**config.mk**
```make
export PLATFORM = sky130hd
export DESIGN_NAME = reset_sequencer
export DESIGN_NICKNAME = d
export VERILOG_FILES = /design/src/rtl/reset_seq_pkg.sv /design/src/rtl/rst_seq_timer.sv /design/src/rtl/reset_sequencer.sv
export SDC_FILE = /design/constraint.sdc
export NUM_CORES = 1
export LEC_CHECK = 0
export CAP_MARGIN = 20
export CORE_UTILIZATION = 56
export DETAILED_ROUTE_END_ITERATION = 8
export PLACE_DENSITY = 0.78
export SETUP_SLACK_MARGIN = 0.4
export SLEW_MARGIN = 20
export SYNTH_ARGS = -nofsm -noshare
export SYNTH_HDL_FRONTEND = slang
export SYNTH_SLANG_ARGS = --single-unit
```
**constraint.sdc**
```tcl
create_clock -name clk -period 3.7 [get_ports clk]
set_input_delay 0.555 -clock clk [delete_from_list [all_inputs] [get_ports clk]]
set_output_delay 0.555 -clock clk [all_outputs]
set_load 0.02 [all_outputs]
```
**src/rtl/reset_seq_pkg.sv**
```systemverilog
// Shared types and helpers for the reset sequencer.
// Optional feature macro: RESET_SEQ_ACK_EN (per-domain acknowledge handshake).
package reset_seq_pkg;

    typedef enum logic [2:0] {
        HOLD,
        COUNT,
        RELEASE,
        WAIT_ACK,
        DONE,
        SOFT
    } seq_state_t;

    // Bits needed to hold values 0..delay without wrapping.
    function automatic int unsigned timer_width(input int unsigned delay);
        int unsigned w;
        w = 1;
        while ((64'd1 << w) < (64'(delay) + 64'd1)) begin
            w++;
        end
        return w;
    endfunction

endpackage

```
**src/rtl/rst_seq_timer.sv**
```systemverilog
// Loadable saturating down-counter with a one-cycle terminal-count pulse.
// tc fires once per load, in the cycle where the count has reached zero.
module rst_seq_timer #(
    parameter int unsigned WIDTH = 5
) (
    input  logic             clk,
    input  logic             rst_n,
    input  logic             load,
    input  logic [WIDTH-1:0] load_val,
    output logic             tc
);

    logic [WIDTH-1:0] count_q;
    logic             armed_q;

    assign tc = armed_q && (count_q == '0);

    // Count down to zero and stop there; a load re-arms the terminal pulse.
    always_ff @(posedge clk or negedge rst_n) begin
        if (!rst_n) begin
            count_q <= '0;
            armed_q <= 1'b0;
        end else if (load) begin
            count_q <= load_val;
            armed_q <= 1'b1;
        end else begin
            if (count_q != '0) begin
                count_q <= count_q - WIDTH'(1);
            end
            if (tc) begin
                armed_q <= 1'b0;
            end
        end
    end

endmodule

```
**src/rtl/reset_sequencer.sv**
```systemverilog
// Staged reset release: frees NUM_DOMAINS reset outputs in ascending order,
// STAGE_DELAY cycles apart, with a synchronous soft-reset path.
// Optional feature macro: RESET_SEQ_ACK_EN adds domain_ack handshaking.
module reset_sequencer
    import reset_seq_pkg::*;
#(
    parameter int unsigned NUM_DOMAINS = 4,
    parameter int unsigned STAGE_DELAY = 16
) (
    input  logic                   clk,
    input  logic                   rst_n_in,
    input  logic                   sw_rst_req,
`ifdef RESET_SEQ_ACK_EN
    input  logic [NUM_DOMAINS-1:0] domain_ack,
`endif
    output logic [NUM_DOMAINS-1:0] rst_n_out,
    output logic                   seq_done
);

    localparam int unsigned     TW       = timer_width(STAGE_DELAY);
    localparam int unsigned     IW       = (NUM_DOMAINS > 1) ? $clog2(NUM_DOMAINS) : 1;
    // Loading DELAY-1 makes tc land exactly DELAY edges after the load edge.
    localparam logic [TW-1:0]   LOAD_VAL = TW'(STAGE_DELAY - 1);
    localparam logic [IW-1:0]   LAST_IDX = IW'(NUM_DOMAINS - 1);

    seq_state_t             state_q, state_d;
    logic [IW-1:0]          idx_q, idx_d;
    logic [NUM_DOMAINS-1:0] out_q, out_d;
    logic                   done_q, done_d;
    logic                   tmr_load;
    logic                   tmr_tc;
    logic                   do_release;

    rst_seq_timer #(
        .WIDTH (TW)
    ) u_timer (
        .clk      (clk),
        .rst_n    (rst_n_in),
        .load     (tmr_load),
        .load_val (LOAD_VAL),
        .tc       (tmr_tc)
    );

    // State, index and output registers; hard reset forces everything low.
    always_ff @(posedge clk or negedge rst_n_in) begin
        if (!rst_n_in) begin
            state_q <= HOLD;
            idx_q   <= '0;
            out_q   <= '0;
            done_q  <= 1'b0;
        end else begin
            state_q <= state_d;
            idx_q   <= idx_d;
            out_q   <= out_d;
            done_q  <= done_d;
        end
    end

    // Next-state and output computation; soft reset overrides every state.
    always_comb begin
        state_d    = state_q;
        idx_d      = idx_q;
        out_d      = out_q;
        done_d     = done_q;
        tmr_load   = 1'b0;
        do_release = 1'b0;

        if (sw_rst_req) begin
            state_d  = SOFT;
            idx_d    = '0;
            out_d    = '0;
            done_d   = 1'b0;
            tmr_load = 1'b1;
        end else begin
            case (state_q)
                HOLD: begin
                    state_d  = COUNT;
                    tmr_load = 1'b1;
                end
                COUNT: begin
                    do_release = tmr_tc;
                end
                // RELEASE also honours tc so STAGE_DELAY=1 keeps one release per edge.
                RELEASE: begin
                    if (&out_q) begin
                        state_d = DONE;
                        done_d  = 1'b1;
                    end else if (tmr_tc) begin
                        do_release = 1'b1;
                    end else begin
                        state_d = COUNT;
                    end
                end
`ifdef RESET_SEQ_ACK_EN
                WAIT_ACK: begin
                    if (domain_ack[idx_q]) begin
                        if (idx_q == LAST_IDX) begin
                            state_d = RELEASE;
                        end else begin
                            idx_d    = idx_q + IW'(1);
                            state_d  = COUNT;
                            tmr_load = 1'b1;
                        end
                    end
                end
`endif
                DONE: begin
                    done_d = 1'b1;
                end
                SOFT: begin
                    if (tmr_tc) begin
                        state_d  = COUNT;
                        tmr_load = 1'b1;
                    end
                end
                default: begin
                    state_d = HOLD;
                end
            endcase
        end

        if (do_release) begin
            out_d[idx_q] = 1'b1;
`ifdef RESET_SEQ_ACK_EN
            state_d = WAIT_ACK;
`else
            state_d = RELEASE;
            if (idx_q != LAST_IDX) begin
                idx_d    = idx_q + IW'(1);
                tmr_load = 1'b1;
            end
`endif
        end
    end

    assign rst_n_out = out_q;
    assign seq_done  = done_q;

endmodule

```
* After elaboration in Yosys (flattened, before gate mapping)
Cells that the tools add are included.
Cells by class: reduce and logical (&&, ||, !) cells 12, add/sub/neg operators 2, bitwise operators 1, equal/unequal tests 9, order comparisons 2, muxes and demuxes 28
Operator list (number):
- $mux 3 | 5
- $pmux 3 s4 | 1
- $mux 1 | 11
- $mux 5 | 2
- $mux 4 | 2
- $eq 3x3->1 const B | 2
- $mux 2 | 3
- $pmux 1 s2 | 3
- $logic_not 5->1 | 1
- $ne 5x5->1 const B | 1
- $reduce_bool 5->1 | 1
- $sub 5x1->5 const B | 1
- $ne 4x4->1 const B | 1
- $or 4x4->4 | 1
- $reduce_and 4->1 | 1
- $reduce_bool 2->1 | 2
- $eq 3x1->1 const B | 1
- $eq 3x2->1 const B | 1
- $logic_not 3->1 | 1
- $lt 2x3->1 const B | 1
- $ne 3x1->1 const B | 1
- $ne 3x3->1 const B | 1
- $reduce_and 3->1 | 1
- $reduce_bool 3->1 | 1
- 7 further kinds | 8
Storage, ports and cells: register bits 16, input port bits 3, output and inout bits 5, logic and storage cells 60

* Longest topological paths before layout
depth after elaboration 8, gate-level depth with buffers 6, gate-level depth less buffers 6

* Cells and area by module
Synthesis repeated with hierarchy kept, for this count alone.
Second synthesis, totals: cell total of the unflattened synthesis 78, area, all modules 858.3 sq um
Modules (own cells, without submodules):
- reset_sequencer | instances 1, cells an instance 48, area an instance 538.0 sq um, seq. area each 250.2 sq um
- rst_seq_timer | instances 1, cells an instance 30, area an instance 320.3 sq um, seq. area each 150.1 sq um

* Worst setup path before layout
OpenSTA, ideal clock, no wires.
path type register -> register, from reg u_timer.count_q[0], to reg idx_q[1], path slack 1.956 ns, stages on the path, launching flop included 7, arrival 1.648 ns, path buffers 0, data required time 3.604 ns, cells stage by stage dfrtp_1 > inv_1 > ha_1 > nor4b_4 > nand3_2 > or4b_1 > o31ai_1
On the way: cells in the longest elaborated chain, start to end 7
Ends and longest elaborated chain:
- from (decl) | RTL line rst_seq_timer.sv:13 | logic [WIDTH-1:0] count_q;
- from (signal assigned) | RTL line rst_seq_timer.sv:24 | count_q <= load_val;
- from (signal assigned) | RTL line rst_seq_timer.sv:28 | count_q <= count_q - WIDTH'(1);
- $logic_not 5->1 * | RTL line rst_seq_timer.sv:16 | assign tc = armed_q && (count_q == '0);
- $logic_and 1x1->1 * | RTL line rst_seq_timer.sv:16
- $mux 1 | RTL line reset_sequencer.sv:88 | end else if (tmr_tc) begin
- $mux 1 | RTL line reset_sequencer.sv:85 | if (&out_q) begin
- $pmux 1 s2 * | RTL line reset_sequencer.sv:75 | case (state_q)
- $mux 1 * | RTL line reset_sequencer.sv:68 | if (sw_rst_req) begin
- $mux 2 * | RTL line reset_sequencer.sv:122 | if (do_release) begin
- net idx_d[1] | RTL line reset_sequencer.sv:27 | logic [IW-1:0] idx_q, idx_d;
- to (signal assigned) | RTL line reset_sequencer.sv:53 | idx_q <= idx_d;
- to (decl) | RTL line reset_sequencer.sv:27
The timed path passes the listed nets; every way through them passes the cells marked *. A chain may end at the register's enable or synchronous reset.

* Final worst setup path
from reg u_timer.count_q[0], to reg out_q[3], in the netlist rst_n_out[3]
On the way: cells in the longest elaborated chain, start to end 7
Ends and longest elaborated chain:
- $logic_not 5->1 * | RTL line rst_seq_timer.sv:16
- $logic_and 1x1->1 * | RTL line rst_seq_timer.sv:16
- $mux 1 | RTL line reset_sequencer.sv:88
- $mux 1 | RTL line reset_sequencer.sv:85
- $pmux 1 s2 * | RTL line reset_sequencer.sv:75
- $mux 1 * | RTL line reset_sequencer.sv:68
- $mux 4 * | RTL line reset_sequencer.sv:122
- net out_d[3] | RTL line reset_sequencer.sv:28 | logic [NUM_DOMAINS-1:0] out_q, out_d;
- to (signal assigned) | RTL line reset_sequencer.sv:54 | out_q <= out_d;
- to (decl) | RTL line reset_sequencer.sv:28
Marked as above.

==> impl_metrics.tcl <==
set metrics [dict create \
    grt_start_max_net_pins 21 \
    post_cts_buffers 0 \
    hold_class "flip-flop to flip-flop" \
    wl_per_cell_um 14.7 \
    path_class "flip-flop to flip-flop" \
    grt_antenna_before_repair 0 \
    min_period_over_period 0.539 \
    yosys_warnings 0 \
    synth_seq_area_share 0.425 \
    finalSetupViolations 0 \
    die_w_um 43.0 \
    skew_ps 3.38 \
    wirelength_mm 1.74 \
    drtIter0Drc 23 \
    fillCellCount 130 \
    worstPathMaxFanout 8 \
    grt_pass1_wl_mm 3.03 \
    syn_nets 103 \
    arrival_ps 2210 \
    die_h_um 43.0 \
    cts_resized 0 \
    grt_use_total 0.219 \
    place.gp.congestion 0.838 \
    vias 711 \
    first_pass_iters 4 \
    slowest_stage "nor4b_4" \
    tritoncts "done" \
    critPathCaptureType "flip-flop" \
    worst_slew_pin_slew_ps 731 \
    drive_gt1_frac 0.167 \
    finalCriticalPeriod_ps 1990 \
    avgSynthCellArea_um2 10.0 \
    outcome "complete, no violations" \
    fmax_ghz 0.502 \
    antennaDiodeCount 0 \
    vdd_ir_drop_max_uv 184 \
    max_stage_delay_ps 480 \
    cts_hold_buffers 0 \
    grt_pass1_vias 682 \
    p_total_uw 321 \
    setup-tns-final_ps 0 \
    cts_buffers 3 \
    clkSinkCount 16 \
    synth_cells 94 \
    netlist_area_um2 942 \
    place_hpwl_mm 1.23 \
    worst_setup_path_start_kind "flip-flop" \
    path_buf_inv 1 \
    final_common_cell "dfrtp_1" \
    drc 0 \
    die_area_um2 1850 \
    powerDensity_nw_per_um2 304 \
    ys_ff_latch 16 \
    clkLatencyLatePin_ps 300 \
    coreArea_um2 1540 \
    ant_nets 0 \
    fin_ws_ps 1710 \
    pre_cts_ws_ps 1520 \
    rsz0062_at_grt "no" \
    clk_path_buf_depth 2 \
    postPlaceCellArea_um2 1020 \
    pin_count 8 \
    start_util 0.611 \
    critPathTopFamily "simple AND/OR/NAND/NOR gates" \
    max_cap_viol_count 0 \
    cts_max_level 1 \
    io_buffers 7 \
    drv_slew 0 \
    cts.reportedPaths.clkPinSlew_ps 100 \
    overflow 0 \
    cp.required_ps 3920 \
    crit_chain "inv_1, ha_1, nor4b_4, nand2_2, or3_4, o22ai_2" \
    routed_via_density 6.03 \
    num_rows 14 \
    timing_hold_violations_final 0 \
    yosysUniqueCellTypes 32 \
    final_cell_mix "dfrtp_1 (16), inv_1 (8), nor2_1 (8)" \
    slew-limit-headroom 0.511 \
    p_leak_uw 0.000426 \
    fin_area_um2 1060 \
    root_buffer "clkbuf_4" \
    syn2layout_area_growth_pct 12.2 \
    final_nets 112 \
]
-- flip-flops by register name, indices dropped and copies added, names as in the netlist --
signal and cells:
u_timer.armed_q 1, rst_n_out 4, state_q 3, u_timer.count_q 5, seq_done 1, idx_q 2
-- metrics by stage --
step                       util  std cells  hold WS (ps)
after global placement    0.662        114           495
after CTS                 0.686        118           519
after detailed placement  0.662        114           496
after global routing      0.686        118           529
final                     0.686        118           513
after floorplan               -         94           259
-- report_power, final --
| part | switching [uW] | total (uW) | internal (uW) |
|---|---|---|---|
| clock network | 59.8 | 120 | 60.0 |
| registers | 2.23 | 180 | 177 |
| logic | 12.9 | 21.9 | 9.08 |
-- path summary, 6_finish.rpt --
kind	from	cells after the start	endpoint	slack, ps
max	u_timer.count_q[0]$_DFFE_PN0P_	6	rst_n_out[3]$_DFF_PN0_	1710
min	seq_done$_DFFE_PN0P_	1	seq_done$_DFFE_PN0P_	510
max reg2reg	u_timer.count_q[0]$_DFFE_PN0P_	6	rst_n_out[3]$_DFF_PN0_	1710
min reg2reg	seq_done$_DFFE_PN0P_	1	seq_done$_DFFE_PN0P_	510
max in group asynchronous	rst_n_in	1	u_timer.count_q[3]$_DFFE_PN0P_	2560
min in group asynchronous	rst_n_in	1	state_q[1]$_DFFE_PN0P_	680
-- layer usage --
metal | share of wire | track usage | vias up
li1 | - | - | 350
met1 | 0.49 | 0.297 | 343
met2 | 0.45 | 0.327 | 13
met3 | 0.034 | 0.0468 | 5
met4 | 0.026 | 0.115 | 0
met5 | 0 | 0 | -
-- cells in the mapped netlist --
cell type	count	area share
dfrtp_1	16	0.42
inv_1	8	0.032
nor2_1	8	0.032
a21oi_1	6	0.032
ha_1	6	0.080
nor3_1	6	0.032
nand2b_1	5	0.033
a31oi_1	4	0.027
nand2_1	4	0.016
o22ai_2	4	0.053
a21o_1	2	0.016
clkbuf_1	2	0.0080
mux2_2	2	0.024
o211ai_1	2	0.016
o21ai_0	2	0.011
a41oi_1	1	0.0093
and2b_2	1	0.0093
and4_1	1	0.0093
buf_1	1	0.0040
nand2_2	1	0.0066
nand3_2	1	0.011
nand3b_1	1	0.0080
nor2b_1	1	0.0066
nor4b_4	1	0.025
o21ba_2	1	0.011
o221ai_1	1	0.0093
o31ai_1	1	0.0080
or3_1	1	0.0066
or3_4	1	0.012
or3b_2	1	0.0093
or4b_1	1	0.011
xnor2_1	1	0.0093
-- cells by family after synthesis --
kind of cell	after synthesis	synth area share
flops	16	0.425
buf+inv	11	0.0438
xor+xnor	1	0.00930
fa+ha+maj	6	0.0797
compound gates	24	0.191
mux	2	0.0239
simple gates	34	0.227
-- final cells by class --
type                       count  area (um^2)  share of cell area
multi-input combinational     67          500               0.473
sequential                    16          400               0.379
timing repair buffer           7         70.1              0.0663
clock buffer                   4         36.3              0.0343
inverter                       8         30.0              0.0284
tap                           16         20.0              0.0189
(Power assumes the default switching activity.)
